### config.mk
export PLATFORM = sky130hd
export DESIGN_NAME = legv8_fetch_unit
export DESIGN_NICKNAME = d
export VERILOG_FILES = /design/src/rtl/legv8_fetch_unit.sv
export SDC_FILE = /design/constraint.sdc
export NUM_CORES = 1
export LEC_CHECK = 0
export ABC_AREA = 0
export ABC_CLOCK_PERIOD_IN_PS = 11400
export CORE_MARGIN = 4
export CORE_UTILIZATION = 57
export DETAILED_ROUTE_END_ITERATION = 6
export MAX_ROUTING_LAYER = met4
export PLACE_DENSITY = 0.93
export REMOVE_ABC_BUFFERS = 1
export SETUP_SLACK_MARGIN = 0.5
export SYNTH_ARGS = -nofsm -noshare
export SYNTH_HDL_FRONTEND = slang
export SYNTH_SLANG_ARGS = --single-unit
### constraint.sdc
create_clock -name clk -period 11.4 [get_ports clk]
set_clock_uncertainty 0.05 [all_clocks]
set_input_delay 3.42 -clock clk [delete_from_list [all_inputs] [get_ports clk]]
set_output_delay 3.42 -clock clk [all_outputs]
set_load 0.02 [all_outputs]
### src/rtl/legv8_fetch_unit.sv
// LEGv8 instruction fetch stage: owns the PC, issues one-cycle-latency imem reads,
// and buffers returned words with their PC in a small prefetch FIFO for decode.
module legv8_fetch_unit #(
    parameter int                ADDR_W     = 32,
    parameter logic [ADDR_W-1:0] RESET_PC   = '0,
    parameter int                PC_STEP    = 4,
    parameter int                FIFO_DEPTH = 2
) (
    input  logic              clk,
    input  logic              reset,
    output logic              imem_req,
    output logic [ADDR_W-1:0] imem_addr,
    input  logic [31:0]       imem_data,
    output logic              out_valid,
    input  logic              out_ready,
    output logic [31:0]       out_instr,
    output logic [ADDR_W-1:0] out_pc,
    input  logic              redirect,
    input  logic [ADDR_W-1:0] redirect_target,
    input  logic              halt,
    output logic              halted
);

    localparam int PTR_W = $clog2(FIFO_DEPTH);
    localparam int CNT_W = PTR_W + 1;
    localparam int OCC_W = CNT_W + 1;

    localparam logic [1:0] S_BOOT   = 2'd0;
    localparam logic [1:0] S_RUN    = 2'd1;
    localparam logic [1:0] S_DRAIN  = 2'd2;
    localparam logic [1:0] S_HALTED = 2'd3;

    logic [1:0]        r_state;
    logic [ADDR_W-1:0] r_pc;
    logic [ADDR_W-1:0] r_issue_pc;
    logic              r_inflight;
    logic [31:0]       r_fifo_instr [FIFO_DEPTH];
    logic [ADDR_W-1:0] r_fifo_pc    [FIFO_DEPTH];
    logic [PTR_W-1:0]  r_rd_ptr;
    logic [PTR_W-1:0]  r_wr_ptr;
    logic [CNT_W-1:0]  r_count;

    logic [1:0]        w_state_nxt;
    logic [OCC_W-1:0]  w_occ;
    logic              w_pop;
    logic              w_push;
    logic              w_issue;

    // Occupancy after this edge if we do not issue: entries held, plus the word
    // arriving now, minus the one decode takes this cycle.
    assign w_occ   = {1'b0, r_count}
                   + {{CNT_W{1'b0}}, r_inflight}
                   - {{CNT_W{1'b0}}, w_pop};
    assign w_pop   = out_valid & out_ready;
    assign w_push  = r_inflight & ~redirect;
    assign w_issue = (r_state == S_RUN) & ~redirect & ~halt
                   & (w_occ < OCC_W'(FIFO_DEPTH));

    assign imem_req  = w_issue;
    assign imem_addr = r_pc;
    assign out_valid = (r_count != '0) & ~redirect;
    assign out_instr = r_fifo_instr[r_rd_ptr];
    assign out_pc    = r_fifo_pc[r_rd_ptr];
    assign halted    = (r_state == S_HALTED);

    // NOTE: every signal assigned here gets a default first so no latch is inferred.
    always_comb begin
        w_state_nxt = r_state;
        if (redirect) begin
            w_state_nxt = halt ? S_DRAIN : S_RUN;
        end else begin
            case (r_state)
                S_BOOT:   w_state_nxt = S_RUN;
                S_RUN:    if (halt) w_state_nxt = S_DRAIN;
                S_DRAIN: begin
                    if (!halt)
                        w_state_nxt = S_RUN;
                    else if ((r_count == '0) && !r_inflight)
                        w_state_nxt = S_HALTED;
                end
                default:  w_state_nxt = r_state;
            endcase
        end
    end

    // NOTE: sequential state uses non-blocking assignments so every register
    // samples pre-edge values regardless of statement order.
    always_ff @(posedge clk or negedge reset) begin
        if (!reset) begin
            r_state    <= S_BOOT;
            r_pc       <= RESET_PC;
            r_issue_pc <= '0;
            r_inflight <= 1'b0;
            r_rd_ptr   <= '0;
            r_wr_ptr   <= '0;
            r_count    <= '0;
            // NOTE: the storage is reset too because the head entry drives
            // out_instr/out_pc, which must read zero straight out of reset.
            for (int i = 0; i < FIFO_DEPTH; i++) begin
                r_fifo_instr[i] <= '0;
                r_fifo_pc[i]    <= '0;
            end
        end else begin
            r_state <= w_state_nxt;
            if (redirect) begin
                // Flush; clearing inflight squashes the response on imem_data now.
                r_pc       <= redirect_target;
                r_inflight <= 1'b0;
                r_rd_ptr   <= '0;
                r_wr_ptr   <= '0;
                r_count    <= '0;
            end else begin
                r_inflight <= w_issue;
                if (w_issue) begin
                    r_pc       <= r_pc + ADDR_W'(PC_STEP);
                    r_issue_pc <= r_pc;
                end
                if (w_push) begin
                    r_fifo_instr[r_wr_ptr] <= imem_data;
                    r_fifo_pc[r_wr_ptr]    <= r_issue_pc;
                    r_wr_ptr               <= r_wr_ptr + PTR_W'(1);
                end
                if (w_pop)
                    r_rd_ptr <= r_rd_ptr + PTR_W'(1);
                if (w_push && !w_pop)
                    r_count <= r_count + CNT_W'(1);
                else if (!w_push && w_pop)
                    r_count <= r_count - CNT_W'(1);
            end
        end
    end

endmodule

==> flow_metrics.py <==
metrics = {
    "clock_tree": {
        "clockBufferDepth": 2,
        "cts.clk_slew.worst_paths_ns": 0.07,
        "ctsHoldBuffers": 0,
        "cts-root-buf": "clkbuf_16",
        "clk_latency_ns": 0.42,
        "post_cts_buffers": 0,
        "numCtsBuffers": 17,
        "h-tree-depth": 4,
        "cts.sinks": 199,
        "post_cts_resized": 0,
        "cts_tree": "built",
    },
    "floorplan": {
        "row_count": 45,
        "die_h_um": 134,
        "die_area_sq_um": 17900,
        "core_region_area_sq_um": 15400,
        "die_x_um": 134,
        "initial_utilization_pct": 58.8,
        "ios": 168,
    },
    "worst_setup_path": {
        "cp-start-kind": "primary input",
        "crit_path_cell_trace": "clkdlybuf4s50_1 -> and2_1 -> ha_1 -> nand2b_1 -> fa_1 -> xor2_1 -> or4b_4 -> clkinv_4 -> clkdlybuf4s50_1",
        "path_max_fanout": 49,
        "crit_arrival_ns": 6.59,
        "cp_num_buf_inv": 3,
        "max_stage_delay_ns": 0.69,
        "cp-end-kind": "primary output",
        "critical_path_class": "primary input to primary output",
        "cpMostUsedCell": "clkdlybuf4s50_1",
        "required_ns": 7.93,
        "crit_path_top_delay_cell": "clkdlybuf4s50_1",
        "cp_top_family": "buffers and inverters",
    },
    "synthesis": {
        "yosysTopAreaCellShare_pct": 55.1,
        "ys_seq_area_share_pct": 55.1,
        "synthArstFlopShare_pct": 100,
        "synth_warnings": 0,
        "yosysTopAreaCell": "dfrtp_1",
        "synth_edf_count": 0,
        "synth_cells": 743,
        "netlist_area_sq_um": 9040,
        "synth_top_cells_by_area": "dfrtp_1, mux2_2, nand2_1",
        "ys_top_cells_by_count": "dfrtp_1, mux2_2, nand2_1",
        "synth_most_common_cell": "dfrtp_1",
        "synth_ff_type": "dfrtp_1",
        "synth_seq_cells": 199,
        "syn_avg_cell_area_sq_um": 12.2,
        "yosysUniqueCellTypes": 44,
    },
    "detailed_routing": {
        "drtPass1Iterations": 5,
        "wl_mm": 20.1,
        "avgViaCountPerCell": 5.69,
        "vias": 6354,
        "routedWlPerCell_um": 18.0,
        "postRouteAntennaNets": 0,
        "route.detailed.drc": 0,
        "first_iter_violations": 276,
    },
    "global_routing": {
        "grt-ovfl-total": 0,
        "grt_max_degree": 123,
        "grt_use_total_pct": 23.4,
        "grt_pass1_vias": 6536,
        "grt_pass1_wl_mm": 32.7,
        "grt_antenna_before_repair": 0,
    },
    "timing": {
        "rsz0062_at_grt": "no",
        "tightest_slew_ns": 0.968,
        "fin_crit_ns": 10.06,
        "maxSlewViolCount": 0,
        "setup_viol_count_final": 0,
        "setup_tns_ns": 0,
        "finalCritPeriodShare_pct": 88.3,
        "fmax_ghz": 0.0994,
        "slew_headroom_pct": 35.5,
        "timing_hold_violations_final": 0,
    },
    "status": {
        "outcome": "finished, final reports clean",
    },
    "finish": {
        "fillers": 1088,
        "areaGrowthSynthToFinish_pct": 27.1,
        "nNetsFinal": 969,
        "antenna_cells": 0,
        "post-route-util_pct": 74.7,
        "final_layout_size_suffix_gt1_share_pct": 26.5,
    },
    "placed_design": {
        "gp_congestion": 0.796,
        "dp_hpwl_mm": 13.0,
        "port_buffers": 167,
    },
    "job": {
        "drv_cap": 0,
    },
    "pwr": {
        "fin_total_pwr_mw": 2.61,
        "ir_drop_mv": 0.143,
        "p_leak_nw": 5.22,
        "p_per_area_nw_per_um2": 227,
    },
    "hold_path": {
        "hp-class": "flop to flop",
    },
}
-- path summary, 6_finish.rpt --
check	slack [ns]	depth (start not counted)	to	startpoint
worst max register to register	7.62	13	imem_addr[18]	r_count[1]
worst min register to register	0.44	2	r_issue_pc[1]	imem_addr[1]
max in group asynchronous	6.66	2	r_issue_pc[29]	reset
worst max-delay path	1.34	9	imem_req	out_ready
min in group asynchronous	3.08	1	r_fifo_instr[11]	reset
worst min-delay path	0.44	2	r_issue_pc[1]	imem_addr[1]
-- report_power, final --
group / switching (mW) / total [mW] / leakage [nW] / internal, mW
Combinational: 0.402 / 0.886 / 2.32 / 0.484
Sequential: 0.144 / 1.07 / 2.58 / 0.924
Clock: 0.257 / 0.658 / 0.316 / 0.401
-- metal layers --
metal  wire, um  vias to the layer above  global-route usage, %
li1           -                     2938                      -
met5          0                        -                      -
met1       8670                     3163                   30.5
met2       9880                      220                   37.1
met3       1110                       33                   4.31
met4        441                        0                   8.34
-- per-stage QoR --
step                      hold slack [ns]  cell area, sq um  std cells  worst slack [ns]
after floorplan                     0.394              8840        699              2.07
after global placement              0.413             10800       1084              1.40
after detailed placement            0.427             10800       1084              1.35
after CTS                           0.449             11500       1116              1.34
after global routing                0.463             11500       1116              1.22
final                               0.440             11500       1116              1.34
-- cells by family after synthesis --
| logic type | after synthesis | share of synthesized area (%) |
|---|---|---|
| AO/OA/AOI/OAI | 70 | 5.30 |
| multiplexers | 198 | 24.6 |
| XOR/XNOR | 5 | 0.485 |
| buffers and inverters | 54 | 2.71 |
| AND/OR/NAND/NOR | 209 | 10.6 |
| adder cells (fa/ha/maj) | 8 | 1.19 |
| flip-flops | 199 | 55.1 |
-- cell type report --
type,count,area (sq um),area share [%]
clock buffers,20,457,3.98
flip-flops and latches,199,4980,43.4
multi-input cells,490,3820,33.3
well taps,211,264,2.30
repair buffers,174,1720,15.0
clock inverters,12,198,1.72
inverters,10,42.5,0.370
-- state kept, by name (all words and copies together) (netlist names), 2 cells and up --
register      count
r_issue_pc       32
r_count           2
r_state           2
imem_addr        32
r_fifo_instr     64
r_fifo_pc        64
-- tightest hold or removal path, cell delays in order (launching register included) --
cell     delay, ns
dfrtp_1       0.36
nand2_1       0.05
nand2_1       0.05
-- cell usage in the layout (no fill, tap or decap), types with 9 or more instances in the layout --
| cell type | n |
|---|---|
| dfrtp_1 | 198 |
| nand2b_1 | 10 |
| o21ai_0 | 26 |
| nor2_1 | 20 |
| clkbuf_16 | 17 |
| o311ai_0 | 9 |
| clkdlybuf4s50_1 | 165 |
| inv_1 | 9 |
| nand4_1 | 9 |
| nand3_1 | 20 |
| a221o_1 | 10 |
| mux2_2 | 193 |
| nand2_1 | 121 |
Note: power is estimated with default switching activity, not from simulation.
